### src/rtl/srm_spike_fire.sv
// SRM0 neuron output stage: thresholds the summed membrane voltage, emits a spike,
// enforces a refractory period and feeds the decayed voltage back to summation.
module srm_spike_fire #(
    parameter int unsigned WIDTH          = 14,
    parameter int unsigned THRESHOLD      = 1000,
    parameter int unsigned REFRACT_CYCLES = 4,
    parameter int unsigned DECAY_SHIFT    = 3,
    parameter int unsigned CNT_WIDTH      = 16
) (
    input  logic                 clk,
    input  logic                 reset,
    input  logic                 i_enable,
    input  logic                 i_valid,
    input  logic [WIDTH-1:0]     i_sum_voltage,
    output logic [WIDTH-1:0]     o_cond_decay,
    output logic                 o_spike,
    output logic                 o_refractory,
    output logic [CNT_WIDTH-1:0] o_spike_count
);

    // rcnt only ever holds REFRACT_CYCLES-1 down to 0
    localparam int unsigned RCNT_W = (REFRACT_CYCLES > 1) ? $clog2(REFRACT_CYCLES) : 1;
    localparam logic [RCNT_W-1:0] RCNT_INIT =
        (REFRACT_CYCLES > 0) ? RCNT_W'(REFRACT_CYCLES - 1) : '0;
    localparam logic [WIDTH-1:0] THRESH = WIDTH'(THRESHOLD);

    typedef enum logic [1:0] {
        StIntegrate,
        StFire,
        StRefract
    } state_t;

    state_t                r_state;
    state_t                w_state_next;
    logic [WIDTH-1:0]      r_v;
    logic [WIDTH-1:0]      w_v_next;
    logic [RCNT_W-1:0]     r_rcnt;
    logic [RCNT_W-1:0]     w_rcnt_next;
    logic [CNT_WIDTH-1:0]  r_count;
    logic [CNT_WIDTH-1:0]  w_count_next;

    always_comb begin
        w_state_next = r_state;
        w_v_next     = r_v;
        w_rcnt_next  = r_rcnt;
        w_count_next = r_count;
        unique case (r_state)
            StIntegrate: begin
                if (i_valid) begin
                    if (i_sum_voltage >= THRESH) begin
                        w_v_next     = '0;
                        w_count_next = (r_count == '1) ? r_count : r_count + 1'b1;
                        w_state_next = StFire;
                    end else begin
                        w_v_next = i_sum_voltage;
                    end
                end
            end
            StFire: begin
                w_v_next = '0;
                if (REFRACT_CYCLES == 0) begin
                    w_state_next = StIntegrate;
                end else begin
                    w_rcnt_next  = RCNT_INIT;
                    w_state_next = StRefract;
                end
            end
            StRefract: begin
                w_v_next = '0;
                if (r_rcnt == '0) begin
                    w_state_next = StIntegrate;
                end else begin
                    w_rcnt_next = r_rcnt - 1'b1;
                end
            end
            default: begin
                w_v_next     = '0;
                w_state_next = StIntegrate;
            end
        endcase
    end

    always_ff @(posedge clk) begin
        if (!reset) begin
            r_state <= StIntegrate;
            r_v     <= '0;
            r_rcnt  <= '0;
            r_count <= '0;
        end else if (i_enable) begin
            r_state <= w_state_next;
            r_v     <= w_v_next;
            r_rcnt  <= w_rcnt_next;
            r_count <= w_count_next;
        end
    end

    // Spike is gated by enable so a frozen neuron never emits a pulse
    assign o_spike       = i_enable && (r_state == StFire);
    assign o_refractory  = (r_state != StIntegrate);
    assign o_cond_decay  = r_v - (r_v >> DECAY_SHIFT);
    assign o_spike_count = r_count;

endmodule

### config.mk
export PLATFORM = sky130hd
export DESIGN_NAME = srm_spike_fire
export DESIGN_NICKNAME = d
export VERILOG_FILES = /design/src/rtl/srm_spike_fire.sv
export SDC_FILE = /design/constraint.sdc
export NUM_CORES = 1
export LEC_CHECK = 0
export CAP_MARGIN = 10
export CORE_MARGIN = 2
export CORE_UTILIZATION = 28
export DETAILED_ROUTE_END_ITERATION = 8
export PLACE_DENSITY = 0.56
export SKIP_LAST_GASP = 1
export SYNTH_ARGS = -nofsm -noshare
export SYNTH_HDL_FRONTEND = slang
export SYNTH_SLANG_ARGS = --single-unit
### constraint.sdc
create_clock -name clk -period 6.9 [get_ports clk]
set_clock_uncertainty 0.05 [all_clocks]
set_input_delay 1.035 -clock clk [delete_from_list [all_inputs] [get_ports clk]]
set_output_delay 1.035 -clock clk [all_outputs]
set_load 0.03 [all_outputs]
# --- Word-level counts from Yosys, hierarchy flattened ---
# Index checks and enable logic that the tools add are counted.
classes:
  addsub: 3
  order_cmp: 1
  bitwise_logic: 1
  multipliers: 0
  shift: 0
  n_eq_ne: 7
  n_reduce_logical: 9
  div_mod_pow: 0
  mux: 9
ops:
  columns: ["op", "n"]
  rows:
  - ["$mux W14", 3]
  - ["$add A16 B1 Y16 const B", 1]
  - ["$eq A16 B16 Y1 const B", 1]
  - ["$ge A14 B10 Y1 const B", 1]
  - ["$sub A14 B11 Y14", 1]
  - ["$mux W2", 4]
  - ["$ne A2 B2 Y1 const B", 4]
  - ["$pmux W2 S3", 1]
  - ["$reduce_and A5 Y1", 1]
  - ["$logic_not A2 Y1", 2]
  - ["$pmux W2 S2", 1]
  - ["$reduce_and A4 Y1", 1]
  - ["$reduce_bool A2 Y1", 2]
  - ["$reduce_and A3 Y1", 1]
  - ["$eq A2 B1 Y1 const B", 1]
  - ["$eq A2 B2 Y1 const B", 1]
  - ["$reduce_and A2 Y1", 1]
  - ["$sub A2 B1 Y2 const B", 1]
  - ["$logic_and A1 B1 Y1", 1]
  - ["$not A1 Y1", 1]
totals:
  ram_bits: 0
  word_cells: 34
  reg_bits: 34
  latch_bits: 0
  romBits: 0
  memories: 0
  inputBits: 18
  out_inout_bits: 32

# --- Depth between registers and ports, before layout ---
# Gate-level depths: netlist of the first run.
depth:
  word_depth: 4
  ltp_mapped: 9
  mapped_depth_nobuf: 9

# --- Least setup slack after synthesis of the first run ---
# No wires, ideal clock.
synth_path:
  path_type: "register -> output"
  start: "reg r_v[4]"
  end: "out o_cond_decay[11]"
  required_time_ns: 5.815
  arrival_time_ns: 2.946
  slack_ns: 2.869
  stages_incl_launch_ff: 8
  path_buffers: 0
  cell_sequence: "dfxtp_1 inv_1 ha_1 nor2b_1 o31a_1 o41ai_1 a21oi_1 a2111oi_0"
synth_between:
  elab_chain_len: 1
synth_rtl:
  columns: ["element", "line", "text"]
  rows:
  - ["start, declared", "35", "logic [WIDTH-1:0] r_v;"]
  - ["start signal, assigned", "91", "r_v <= w_v_next;"]
  - ["$sub A14 B11 Y14", "100", "assign o_cond_decay = r_v - (r_v >> DECAY_SHIFT);"]
  - ["end, declared", "15", "output logic [WIDTH-1:0] o_cond_decay,"]
# No other way between the ends.

# --- Worst setup path after layout of the first run ---
layout_path:
  start: "reg r_v[3]"
  end: "out o_cond_decay[10]"
# The elaborated chain is that of the path after synthesis.

==> run_results.csv, run 1 <==
group,metric,value,unit
timing,finalSetupTns,0,ns
place,place_congestion,0.838,
cells_and_area,nets,351,
flow_run,drv_cap,0,
yosys,syn_area_per_cell,8.15,sq um
cells_and_area,antenna_cells,0,
timing,fin_hold_ws,0.406,ns
critical_path,path_max_fanout,3,
yosys,ys_async_sr_fraction,0,%
clocking,cts_resized,0,
yosys,synth.area.top_cells,"dfxtp_1 31%, a21oi_1 7.9%, ha_1 7.4%, nand2_1 6.5%, inv_1 3.1%",
power,cellLeakagePower,0.979,nW
timing,tightest_slew,0.961,ns
critical_path,cp_num_cells,9,
yosys,synth_most_common_cell,"nand2_1",
yosys,syn_nets,303,
clocking,cts_hold_buffers,0,
drt,vias,2119,
drt,drtAntennaViolNets,0,
critical_path,reg2reg_from,"r_state[1]$_SDFFE_PN0P_",
power,pwr-share-clk,25.5,%
grt,grtUsageTotal,13.3,%
yosys,synth_top_area_share,30.8,%
yosys,ys_warn_count,0,
worst_hold_path,worstHoldStart,"r_v[0]$_SDFFE_PN0P_",
cells_and_area,layout-drive-gt1-share,5.94,%
die,die_y,92.8,microns
die,die_width,92.8,microns
power,total_power,586,uW
clocking,clk_pin_slew,0.06,ns
power,seqPwrFrac,35.7,%
timing,fin_crit_sh,59.9,%
critical_path,cp.arrival,3.05,ns
timing,setup_viol,0,
clocking,cts_sinks,34,
cells_and_area,syn2layout_area_growth,30.0,%
clocking,cts_max_path_buffers,2,
drt,drc,0,
critical_path,cpMaxStageDelayCell,"clkdlybuf4s50_1",
critical_path,path_cells,"ha_1 > inv_1 > fa_1 > a21o_1 > a221oi_2 > a21oi_1 > a211oi_1 > xnor2_1 > clkdlybuf4s50_1",
timing,slew_headroom,35.5,%
yosys,netlist_instances,271,
power,vdd_drop_max,0.0774,mV
yosys,netlist_area,2210,sq um
power,swShare,34.9,%
die,coreArea,7690,sq um
yosys,yosysTopAreaCell,"dfxtp_1",
clocking,numCtsBuffers,5,
place,io_buffers,49,
critical_path,r2r-end,"r_v[2]$_SDFFE_PN0P_",
clocking,cts_htree_levels,2,
timing,period_minus_slack,4.13,ns
die,initial_core_util,28.7,%
grt,grt_start_max_net_pins,18,
clocking,clock_latency,0.28,ns
grt,antenna_found_initial,0,
timing,slew_violations,0,
place,post-place-ws,3.03,ns
clocking,cts_setup_buffers,0,
power,combPwrFrac,38.8,%
timing,hold_viol,0,
critical_path,path_class,"flop to primary output",
worst_hold_path,min_path_type,"flop to flop",
critical_path,worst_setup_path_end_kind,"primary output",
timing,fin_ws,2.77,ns
drt,drtIter0Drc,59,
drt,routed_wl,5.49,mm
yosys,ys_top_cells_by_count,"38 x nand2_1, 35 x a21oi_1, 34 x dfxtp_1",
place,dp.final_hpwl,4.10,mm
drt,routedWlPerCell,13.0,microns
power,p_switching,205,uW
timing,max_freq,0.242,GHz
critical_path,r2r_cells,3,
critical_path,path_delay_family,"compound AO/OA/AOI/OAI gates",
clocking,root_buffer,"clkbuf_8",
critical_path,critPathLaunchType,"flop",
yosys,synthFlopType,"dfxtp_1",
run_status,outcome,"completed",
timing,rsz0062_at_grt,"false",
critical_path,cp.required,5.81,ns
critical_path,path_buf_inv,2,
die,rows,32,
grt,gr-total-overflow,0,
critical_path,cp_slowest_stage_delay,0.68,ns
critical_path,r2r_slack,4.89,ns
yosys,synth_edf_count,0,
yosys,ys_seq_elements,34,
grt,grt_pass1_wl,9.34,mm
grt,grt_pass1_vias,2021,
die,ioPinCount,50,
power,power_density,204,nW/um^2
power,intPower,382,uW
worst_hold_path,min_to,"r_v[0]$_SDFFE_PN0P_",
drt,drt-vias-per-instance,5.02,
die,dieArea,8610,sq um
clocking,cts_tree,"yes",
yosys,ys_types,58,
worst_hold_path,hold_depth,2,
yosys,ys_seq_area_share,30.8,%
drt,dr.pass1.iters,4,
[metrics by stage]
| stage | cell area, sq um | utilization (%) | instances |
|---|---|---|---|
| 3_5_place_dp | 2780 | 36.1 | 414 |
| 6_report | 2870 | 37.3 | 422 |
| 3_3_place_gp | 2780 | 36.1 | 414 |
| 5_1_grt | 2870 | 37.3 | 422 |
| 2_1_floorplan | 2210 | - | 271 |
| 4_1_cts | 2870 | 37.3 | 422 |
[state kept, by name, summed over array words and instances (netlist names)]
register	flops
o_spike_count	16
r_v	14
r_rcnt	2
r_state	2
[cell usage in the layout, fill, tap and decap left out, types with 2 or more instances in the layout]
| cell | netlist | layout |
|---|---|---|
| o21a_1 | 4 | 4 |
| nor4_1 | 3 | 3 |
| dfxtp_1 | 34 | 34 |
| xnor2_1 | 6 | 6 |
| inv_1 | 18 | 18 |
| a21oi_1 | 35 | 35 |
| mux2i_1 | 2 | 2 |
| o21ai_0 | 10 | 10 |
| xor2_1 | 5 | 5 |
| nor3_1 | 5 | 5 |
| and3_1 | 2 | 2 |
| o211ai_1 | 2 | 2 |
| nor2_1 | 11 | 11 |
| a2111oi_0 | 2 | 2 |
| nand4_1 | 4 | 4 |
| nand3_2 | 2 | 2 |
| nand3_1 | 7 | 7 |
| o31ai_1 | 7 | 7 |
| a21o_1 | 4 | 4 |
| o21bai_1 | 2 | 2 |
| o31a_1 | 2 | 2 |
| clkbuf_8 | 0 | 6 |
| and4_1 | 3 | 3 |
| nand2_1 | 38 | 38 |
| ha_1 | 13 | 13 |
| nor2b_1 | 3 | 3 |
| or4_1 | 6 | 6 |
| or3_1 | 3 | 3 |
| nand3b_1 | 2 | 2 |
| clkdlybuf4s50_1 | 0 | 49 |
| a311oi_1 | 2 | 2 |
[worst max path at each step]
stage	from	end
after floorplan	r_v[4]$_SDFFE_PN0P_	o_cond_decay[11]
after global placement	r_v[3]$_SDFFE_PN0P_	o_cond_decay[10]
after detailed placement	r_v[3]$_SDFFE_PN0P_	o_cond_decay[10]
after CTS	r_v[3]$_SDFFE_PN0P_	o_cond_decay[10]
after global routing	r_v[4]$_SDFFE_PN0P_	o_cond_decay[11]
final	r_v[3]$_SDFFE_PN0P_	o_cond_decay[10]
[final cells by class]
cell class | instances | area (sq um)
tap | 102 | 128
clock inverter | 1 | 5.00
multi-input combinational | 210 | 1410
sequential | 34 | 681
inverter | 19 | 71.3
fill | 822 | 4820
timing repair buffer | 49 | 490
clock buffer | 7 | 86.3
[per-layer routing]
layer / routed length (microns) / part of all wire (%) / track usage (%)
met3: 259 / 4.7 / 3.50
met4: 25 / 0.46 / 2.57
met1: 2690 / 49 / 17.5
met5: 0 / 0 / 0
met2: 2520 / 46 / 22.0
[power by group through the flow]
stage / Sequential, mW / Clock, mW / Combinational (mW)
5_1_grt: 0.210 / 0.166 / 0.247
3_3_place_gp: 0.214 / 0 / 0.228
3_5_place_dp: 0.214 / 0 / 0.229
2_1_floorplan: 0.213 / 0 / 0.151
4_1_cts: 0.209 / 0.157 / 0.230
6_report: 0.209 / 0.149 / 0.228
[worst reg2reg max path, cell delays in order (launching register included)]
cell and delay (ns):
dfxtp_1 0.39, o31ai_4 0.73, o21ai_1 0.52, a21oi_1 0.24
[cell families after synthesis]
group | Yosys count | share of synthesized area (%)
buffers and inverters | 27 | 5.38
XOR/XNOR | 11 | 4.36
adder cells (fa/ha/maj) | 14 | 8.27
AND/OR/NAND/NOR | 97 | 23.7
multiplexers | 2 | 0.907
flip-flops | 34 | 30.8
AO/OA/AOI/OAI | 86 | 26.6
(Power assumes the default switching activity.)
==> inputs of run 2 (changes only) <==
Clock period 6.9 ns to 4.01 ns, I/O delays scaled along.
==> run_results.csv, run 2 (synthesis gave the netlist of run 1 again) <==
group,metric,value,unit
run_status,outcome,"completed",
grt,grt_pass1_vias,2046,
clocking,numCtsBuffers,5,
grt,antenna_found_initial,0,
critical_path,path_max_fanout,3,
critical_path,critPathLaunchType,"flop",
timing,setup_viol,0,
drt,routed_wl,5.54,mm
cells_and_area,syn2layout_area_growth,30.0,%
power,total_power,1.01,mW
flow_run,drv_cap,0,
clocking,cts_sinks,34,
critical_path,cp_slowest_stage_delay,0.68,ns
clocking,cts_resized,0,
timing,tightest_slew,0.888,ns
place,post_dp_cell_area,2780,sq um
drt,drt-vias-per-instance,5.07,
cells_and_area,stdcell_area,2870,sq um
clocking,root_buffer,"clkbuf_8",
die,rows,32,
clocking,clk_pin_slew,0.07,ns
clocking,cts_htree_levels,2,
cells_and_area,antenna_cells,0,
cells_and_area,layout_commonest_cell,"clkdlybuf4s50_1",
cells_and_area,largest_reg_flops,16,
cells_and_area,final_cells,422,
timing,fin_crit_sh,92.6,%
place,place_congestion,0.860,
die,die_width,92.8,microns
power,vdd_drop_max,0.134,mV
drt,routedWlPerCell,13.1,microns
timing,rsz0062_at_grt,"false",
clocking,cts_hold_buffers,0,
critical_path,cp.arrival,3.06,ns
critical_path,cp.required,3.36,ns
grt,grt_start_max_net_pins,18,
critical_path,path_class,"flop to primary output",
die,ioPinCount,50,
place,io_buffers,49,
timing,period_minus_slack,3.72,ns
timing,finalSetupTns,0,ns
clocking,cts_max_path_buffers,2,
grt,grtUsageTotal,13.4,%
timing,slew_headroom,40.4,%
grt,gr-total-overflow,0,
critical_path,worst_setup_path_end_kind,"primary output",
die,coreArea,7690,sq um
die,dieArea,8610,sq um
place,dp.cells,414,
power,cellLeakagePower,0.979,nW
drt,drc,0,
drt,vias,2139,
critical_path,path_cells,"ha_1 > inv_1 > fa_1 > a21o_1 > a221oi_2 > a21oi_1 > a211oi_1 > xnor2_1 > clkdlybuf4s50_1",
clocking,cts_setup_buffers,0,
drt,drtAntennaViolNets,0,
drt,drtIter0Drc,73,
timing,max_freq,0.269,GHz
drt,dr.pass1.iters,4,
worst_hold_path,min_path_type,"flop to flop",
cells_and_area,layout-drive-gt1-share,5.94,%
critical_path,cpMaxStageDelayCell,"clkdlybuf4s50_1",
cells_and_area,nets,351,
die,die_y,92.8,microns
timing,slew_violations,0,
place,dp.final_hpwl,4.20,mm
cells_and_area,final_cell_mix,"49 x clkdlybuf4s50_1, 38 x nand2_1, 35 x a21oi_1, 34 x dfxtp_1, 18 x inv_1",
timing,hold_viol,0,
grt,grt_pass1_wl,9.42,mm
die,initial_core_util,28.7,%
clocking,clock_latency,0.28,ns
clocking,cts_tree,"yes",
power,power_density,351,nW/um^2
==> run 2: cell counts in the layout (fill, tap and decap cells not counted) <==
Identical to the previous run, type by type.
==> run 2: worst paths after layout <==
path	from	to	slack [ns]	cells after the start
max	r_v[3]$_SDFFE_PN0P_	o_cond_decay[10]	0.29	9
min reg2reg	r_v[0]$_SDFFE_PN0P_	r_v[0]$_SDFFE_PN0P_	0.41	2
min	r_v[0]$_SDFFE_PN0P_	r_v[0]$_SDFFE_PN0P_	0.41	2
max reg2reg	r_state[1]$_SDFFE_PN0P_	r_v[9]$_SDFFE_PN0P_	2.02	3
==> run 2: final cells by class <==
type                            count  area [sq um]
Inverter                           19          71.3
Fill cell                         834          4820
Timing Repair Buffer               49           490
Clock buffer                        7          86.3
Multi-Input combinational cell    210          1410
Clock inverter                      1          5.00
Tap cell                          102           128
Sequential cell                    34           681
==> run 2: metal layers <==
layer  part of all wire [%]  wire length [microns]  GRT usage [%]  vias to the layer above
li1                       -                      -              -                     1082
met1                     48                   2670           17.9                     1011
met2                     45                   2520           21.3                       40
met3                    5.2                    289           3.66                        6
met4                    1.1                     63           3.68                        0
met5                      0                      0              0                        -
==> run 2: worst max-delay path, delay by kind of cell, from the launching register on <==
family | cells | cell delay, ns
compound gates | 4 | 0.97
buf+inv | 2 | 0.74
fa+ha+maj | 2 | 0.57
flops | 1 | 0.36
xor+xnor | 1 | 0.15
==> run 2: where the power goes <==
| part | internal, mW | leakage, nW | switching (mW) |
|---|---|---|---|
| registers | 0.348 | 0.276 | 0.0123 |
| clock network | 0.138 | 0.0482 | 0.116 |
| logic | 0.171 | 0.655 | 0.221 |
==> run 2: stage by stage <==
stage | worst slack [ns] | utilization [%] | hold slack [ns]
global route | 0.130 | 37.3 | 0.430
finish | 0.295 | 37.3 | 0.408
global placement | 0.614 | 36.1 | 0.401
detailed placement | 0.588 | 36.1 | 0.398
floorplan | 0.412 | - | 0.386
CTS | 0.259 | 37.3 | 0.409
